[config.mk]
export PLATFORM = sky130hd
export DESIGN_NAME = fetch_sequencer
export DESIGN_NICKNAME = d
export VERILOG_FILES = /design/src/rtl/fetch_sequencer.sv
export SDC_FILE = /design/constraint.sdc
export NUM_CORES = 1
export LEC_CHECK = 0
export ABC_AREA = 0
export CORE_MARGIN = 3
export CORE_UTILIZATION = 25
export CTS_BUF_LIST = sky130_fd_sc_hd__clkbuf_4
export CTS_CLUSTER_SIZE = 40
export DETAILED_ROUTE_END_ITERATION = 10
export GPL_TIMING_DRIVEN = 0
export MAX_ROUTING_LAYER = met4
export SLEW_MARGIN = 30
export SYNTH_ARGS = -nofsm -noshare
export SYNTH_HDL_FRONTEND = slang
export SYNTH_SLANG_ARGS = --single-unit
[constraint.sdc]
create_clock -name clk -period 2.78 [get_ports clk]
set_input_delay 0.417 -clock clk [delete_from_list [all_inputs] [get_ports clk]]
set_output_delay 0.417 -clock clk [all_outputs]
set_load 0.005 [all_outputs]
[src/rtl/fetch_sequencer.sv]
// Instruction fetch controller: owns the PC, reads the combinational ROM and hands one registered
// instruction per handshake to decode. Optional delivered-instruction counter under `FETCH_CNT_EN.
module fetch_sequencer #(
  parameter int unsigned PC_W      = 8,
  parameter int unsigned INSTR_W   = 16,
  parameter int unsigned RESET_PC  = 0,
  parameter int unsigned LAST_ADDR = 20
) (
  input  logic               clk,
  input  logic               rst_n,
  output logic [PC_W-1:0]    rom_addr,
  input  logic [INSTR_W-1:0] rom_data,
  output logic [INSTR_W-1:0] instr,
  output logic [PC_W-1:0]    instr_pc,
  output logic               instr_valid,
  input  logic               instr_ready,
  input  logic               redirect_valid,
  input  logic [PC_W-1:0]    redirect_pc,
  output logic               halted,
  output logic               fault,
  output logic [15:0]        fetch_count
);

  localparam logic [PC_W-1:0] RESET_PC_V = PC_W'(RESET_PC);
  localparam logic [PC_W-1:0] LAST_PC    = PC_W'(LAST_ADDR);

  typedef enum logic {
    ST_RUN,
    ST_HALT
  } state_e;

  state_e             state_q, state_d;
  logic [PC_W-1:0]    pc_q, pc_d;
  logic [INSTR_W-1:0] instr_q, instr_d;
  logic [PC_W-1:0]    instr_pc_q, instr_pc_d;
  logic               instr_valid_q, instr_valid_d;
  logic               halted_q, halted_d;
  logic               fault_q, fault_d;

  logic slot_free;
  logic xfer;

  assign slot_free = !instr_valid_q || instr_ready;
  assign xfer      = instr_valid_q && instr_ready;

  always_comb begin
    state_d       = state_q;
    pc_d          = pc_q;
    instr_d       = instr_q;
    instr_pc_d    = instr_pc_q;
    instr_valid_d = instr_valid_q;
    halted_d      = halted_q;
    fault_d       = fault_q;

    if (redirect_valid) begin
      pc_d          = redirect_pc;
      instr_valid_d = 1'b0;
      state_d       = ST_RUN;
      halted_d      = 1'b0;
      fault_d       = 1'b0;
    end else if (state_q == ST_RUN) begin
      // With the slot free, any held word is being consumed, so stopping always empties the slot.
      if (slot_free) begin
        if (pc_q > LAST_PC) begin
          state_d       = ST_HALT;
          halted_d      = 1'b1;
          fault_d       = 1'b1;
          instr_valid_d = 1'b0;
        end else if (rom_data == '0) begin
          state_d       = ST_HALT;
          halted_d      = 1'b1;
          instr_valid_d = 1'b0;
        end else begin
          instr_d       = rom_data;
          instr_pc_d    = pc_q;
          instr_valid_d = 1'b1;
          pc_d          = pc_q + PC_W'(1);
        end
      end
    end else begin
      if (xfer) begin
        instr_valid_d = 1'b0;
      end
    end
  end

  always_ff @(posedge clk or negedge rst_n) begin
    if (!rst_n) begin
      state_q       <= ST_RUN;
      pc_q          <= RESET_PC_V;
      instr_q       <= '0;
      instr_pc_q    <= '0;
      instr_valid_q <= 1'b0;
      halted_q      <= 1'b0;
      fault_q       <= 1'b0;
    end else begin
      state_q       <= state_d;
      pc_q          <= pc_d;
      instr_q       <= instr_d;
      instr_pc_q    <= instr_pc_d;
      instr_valid_q <= instr_valid_d;
      halted_q      <= halted_d;
      fault_q       <= fault_d;
    end
  end

  assign rom_addr    = pc_q;
  assign instr       = instr_q;
  assign instr_pc    = instr_pc_q;
  assign instr_valid = instr_valid_q;
  assign halted      = halted_q;
  assign fault       = fault_q;

`ifdef FETCH_CNT_EN
  logic [15:0] cnt_q, cnt_d;

  // Counts every completed handshake, including one that coincides with a redirect flush.
  always_comb begin
    cnt_d = cnt_q;
    if (xfer && (cnt_q != '1)) begin
      cnt_d = cnt_q + 16'd1;
    end
  end

  always_ff @(posedge clk or negedge rst_n) begin
    if (!rst_n) begin
      cnt_q <= '0;
    end else begin
      cnt_q <= cnt_d;
    end
  end

  assign fetch_count = cnt_q;
`else
  assign fetch_count = '0;
`endif

endmodule

---- Word-level counts from Yosys, hierarchy flattened ----
Index checks and enable logic that the tools add are counted.
word-level totals
  output and inout port bits .............. 51
  bits of input ports ..................... 28
  bits in registers ....................... 36
operators by class
  bitwise logic cells ..................... 4
  reduce and logical (&&, ||, !) cells .... 13
  order comparisons ....................... 1
  muxes and demuxes ....................... 25
  $add $sub $neg .......................... 1
  equality and inequality tests ........... 4
operators with widths
  operator             count
  $mux 8               5
  $mux 1               20
  $logic_not 16->1     1
  $add 8x1->8 const B  1
  $gt 8x5->1 const B   1
  $ne 2x2->1 const B   3
  $reduce_and 3->1     2
  $reduce_bool 3->1    2
  $reduce_and 5->1     1
  $not 1->1            4
  $reduce_and 4->1     1
  $reduce_bool 2->1    2
  $ne 3x2->1 const B   1
  $reduce_and 2->1     1
  $logic_and 1x1->1    1
  $logic_not 1->1      1
  $logic_or 1x1->1     1

---- Depth between registers and ports, before layout ----
  depth after elaboration ................. 6
  mapped depth ............................ 9
  mapped depth without buffers ............ 7

---- Least setup slack after synthesis ----
Ideal clock, no wire load.
  path type ............................... register -> register
  start point ............................. reg pc_q[0] (netlist: rom_addr[0])
  end point ............................... reg instr_q[0] (netlist: instr[0])
  stages on the path, launching flop included .. 10
  path slack .............................. 862 ps
  arrival time ............................ 1793 ps
  cell sequence ........................... dfrtp_1 > inv_1 > ha_1 > nor2b_4 > o21ai_4 > nand4_1 > or2_1 > buf_6 > buf_6 > mux2_4
between the ends
  cells in the longest elaborated chain, start to end .. 3
ends and longest elaborated chain
  what                               RTL line  source
  from (decl)                        33        logic [PC_W-1:0] pc_q, pc_d;
  from (signal assigned)             98        pc_q <= pc_d;
  $gt 8x5->1                         64        if (pc_q > LAST_PC) begin
  $not 1->1 (no source line)         --
  $reduce_and 5->1 (no source line)  --
  to (signal assigned)               99        instr_q <= instr_d;
  to (decl)                          34        logic [INSTR_W-1:0] instr_q, instr_d;
Every way passes these cells.
A chain may end at the register's enable or synchronous reset.

---- Worst setup path in the final report ----
  start point ............................. in rom_data[13]
  end point ............................... reg instr_q[4] (netlist: instr[4])
between the ends
  cells in the longest elaborated chain, start to end .. 3
ends and longest elaborated chain
  what                               RTL line  source
  from (decl)                        12        input logic [INSTR_W-1:0] rom_data,
  $logic_not 16->1                   69        end else if (rom_data == '0) begin
  $not 1->1 (no source line)         --
  $reduce_and 5->1 (no source line)  --
Every way passes these cells.

==> results.cfg <==
[logic_synthesis]
synth_edf_count = 0
yosysUniqueCellTypes = 30
synthFlopType = dfrtp_1
async_reset_ff_frac = 1.00
synth_area_um2 = 1720
synth_cells = 134
synthTopCellsByArea = dfrtp_1 52%, mux2_4 14%, buf_4 7.0%
seq_area_frac_synth = 0.524
ys_warn_count = 0
syn_avg_cell_area_um2 = 12.8
synth_top_area_frac = 0.524
ys_ff_latch = 36
yosys.area.top_type = dfrtp_1

[route]
wl_um = 3990
antenna_left = 0
drc = 0
drt_first_iter_violations = 14
dr.pass1.iters = 3
vias = 1242
viasPerCell = 4.18
wl_per_cell_um = 13.4

[die]
dieWidth_um = 89.0
start_util = 0.265
die_y_um = 89.0
pin_count = 79
core_um2 = 6490
rows = 29
die-area_um2 = 7910

[placement]
placed_area_um2 = 2510
port-buffer-count = 61
dp_cells = 288
dp_slack_ns = 0.105
gp_congestion = 0.748
hpwl_um = 3100

[power]
power-per-cell-area_nw_per_um2 = 622
p_leak_nw = 1.20
finalPower_mw = 1.60
ir_drop_uv = 267

[sta]
period_minus_slack_ns = 2.23
final-hold-violation-count = 0
fin_skew_ns = 0.0153
holdWs_ns = 0.500
fin_tns_setup_ns = 0
setup_viol = 0
slew_violations = 0
timing.final.ws_setup_ns = 0.546
rsz0062_at_grt = no
fmax_ghz = 0.448
finalCritPeriodShare = 0.804

[setup_path]
slowest_stage = clkdlybuf4s50_1
critPathLaunchType = input port
path_class = input port to register
end_kind = register
worstPathRequired_ns = 3.00
timing.critical_path.cells = clkdlybuf4s50_1 > nor4_1 > nand4_1 > nand4_1 > or2_1 > buf_6 > buf_6 > mux2_4
cp.arrival_ns = 2.46
slowest_delay_ns = 0.44
cp_max_fo = 10

[global_routing]
grt_pass1_vias = 1241
grt_max_degree = 23
grt_usage = 0.109
grt_pass1_wl_um = 6310
antenna_found_initial = 0
overflow = 0

[final_layout]
area_delta_synth_final_pct = 49.2
layout_common_cells = 60 x clkdlybuf4s50_1, 36 x dfrtp_1, 16 x mux2_4, 16 x buf_4, 16 x conb_1
drive_gt1_frac = 0.214
diodes = 0
final_cell_area_um2 = 2570
final_core_util = 0.395
fin_cells = 297
nets = 249
final_common_cell = clkdlybuf4s50_1

[job]
drv_cap = 0

[clocking]
cts.reportedPaths.clkPinSlew_ns = 0.12
h-tree-depth = 2
clk_latency_ns = 0.34
clk_root_buffer_cell = clkbuf_4
clock_sinks = 36
cts_resized = 0
tritoncts = done
cts_buffers = 5
clockBufferDepth = 2

[run_status]
status = completed

[worst_hold_path]
hold_class = register to register
==> synth_stat cells, types with 3 or more instances <==
| library cell | number |
|---|---|
| nand2_1 | 6 |
| mux2_1 | 7 |
| nor2_1 | 4 |
| o21ai_1 | 4 |
| nand4_1 | 4 |
| buf_4 | 16 |
| a21oi_1 | 4 |
| nand3_1 | 3 |
| nor4_1 | 5 |
| and2_1 | 3 |
| buf_6 | 3 |
| dfrtp_1 | 36 |
| mux2_4 | 16 |
==> report_power, final <==
| group | internal (mW) | total (mW) | leakage, nW | switching [mW] |
|---|---|---|---|---|
| logic | 0.427 | 0.583 | 0.718 | 0.156 |
| clock network | 0.0930 | 0.269 | 0.0324 | 0.176 |
| registers | 0.658 | 0.744 | 0.451 | 0.0856 |
| total | 1.18 | 1.60 | 1.20 | 0.418 |
==> kinds of logic after synthesis <==
kind of cell / Yosys count / share of synthesized area
AO/OA/AOI/OAI: 11 / 0.0415
XOR/XNOR: 3 / 0.0153
adder cells (fa/ha/maj): 2 / 0.0145
buffers and inverters: 23 / 0.0982
flip-flops: 36 / 0.524
multiplexers: 25 / 0.198
other: 1 / 0.00218
AND/OR/NAND/NOR: 33 / 0.107
==> cell type report <==
cell class | instances | area (um2)
Sequential cell | 36 | 901
Tap cell | 77 | 96.3
Timing Repair Buffer | 63 | 643
Clock buffer | 5 | 37.5
Inverter | 2 | 7.51
Multi-Input combinational cell | 90 | 707
Fill cell | 645 | 3930
Clock inverter | 3 | 13.8
Buffer | 21 | 161
==> state kept, by name (all words and copies together) (netlist names) <==
signal / cells
fault: 1
instr_valid: 1
instr_pc: 8
state_q: 1
instr: 16
halted: 1
rom_addr: 8
==> repair_timing <==
action | in CTS | in global routing
hold buffers | 1 | 0
buffers inserted | 0 | 0
endpoints found under the hold margin | 14 | 0
==> worst max-delay path: cells and delay by family <==
| family | cells | cell delay [ns] |
|---|---|---|
| buffers and inverters | 3 | 0.77 |
| multiplexers | 1 | 0.32 |
| AND/OR/NAND/NOR | 4 | 0.94 |
==> per-layer routing <==
layer,vias up,track usage,share of wire
met2,49,0.165,0.47
met4,0,0.0244,0.0025
li1,606,-,-
met3,2,0.0359,0.068
met1,585,0.144,0.46
met5,-,-,0
==> path summary, 6_finish.rpt <==
check                      depth (start not counted)           to    startpoint  slack [ns]
setup / recovery                                   8     instr[4]  rom_data[13]        0.55
max in group asynchronous                          3  instr_pc[1]         rst_n        1.81
hold reg to reg                                    1  instr_pc[6]   instr_pc[6]        0.50
setup reg to reg                                   9     instr[4]   rom_addr[0]        0.71
hold / removal                                     1  instr_pc[6]   instr_pc[6]        0.50
min in group asynchronous                          2     instr[9]         rst_n        0.52
Power figures use the tool's default switching activity.
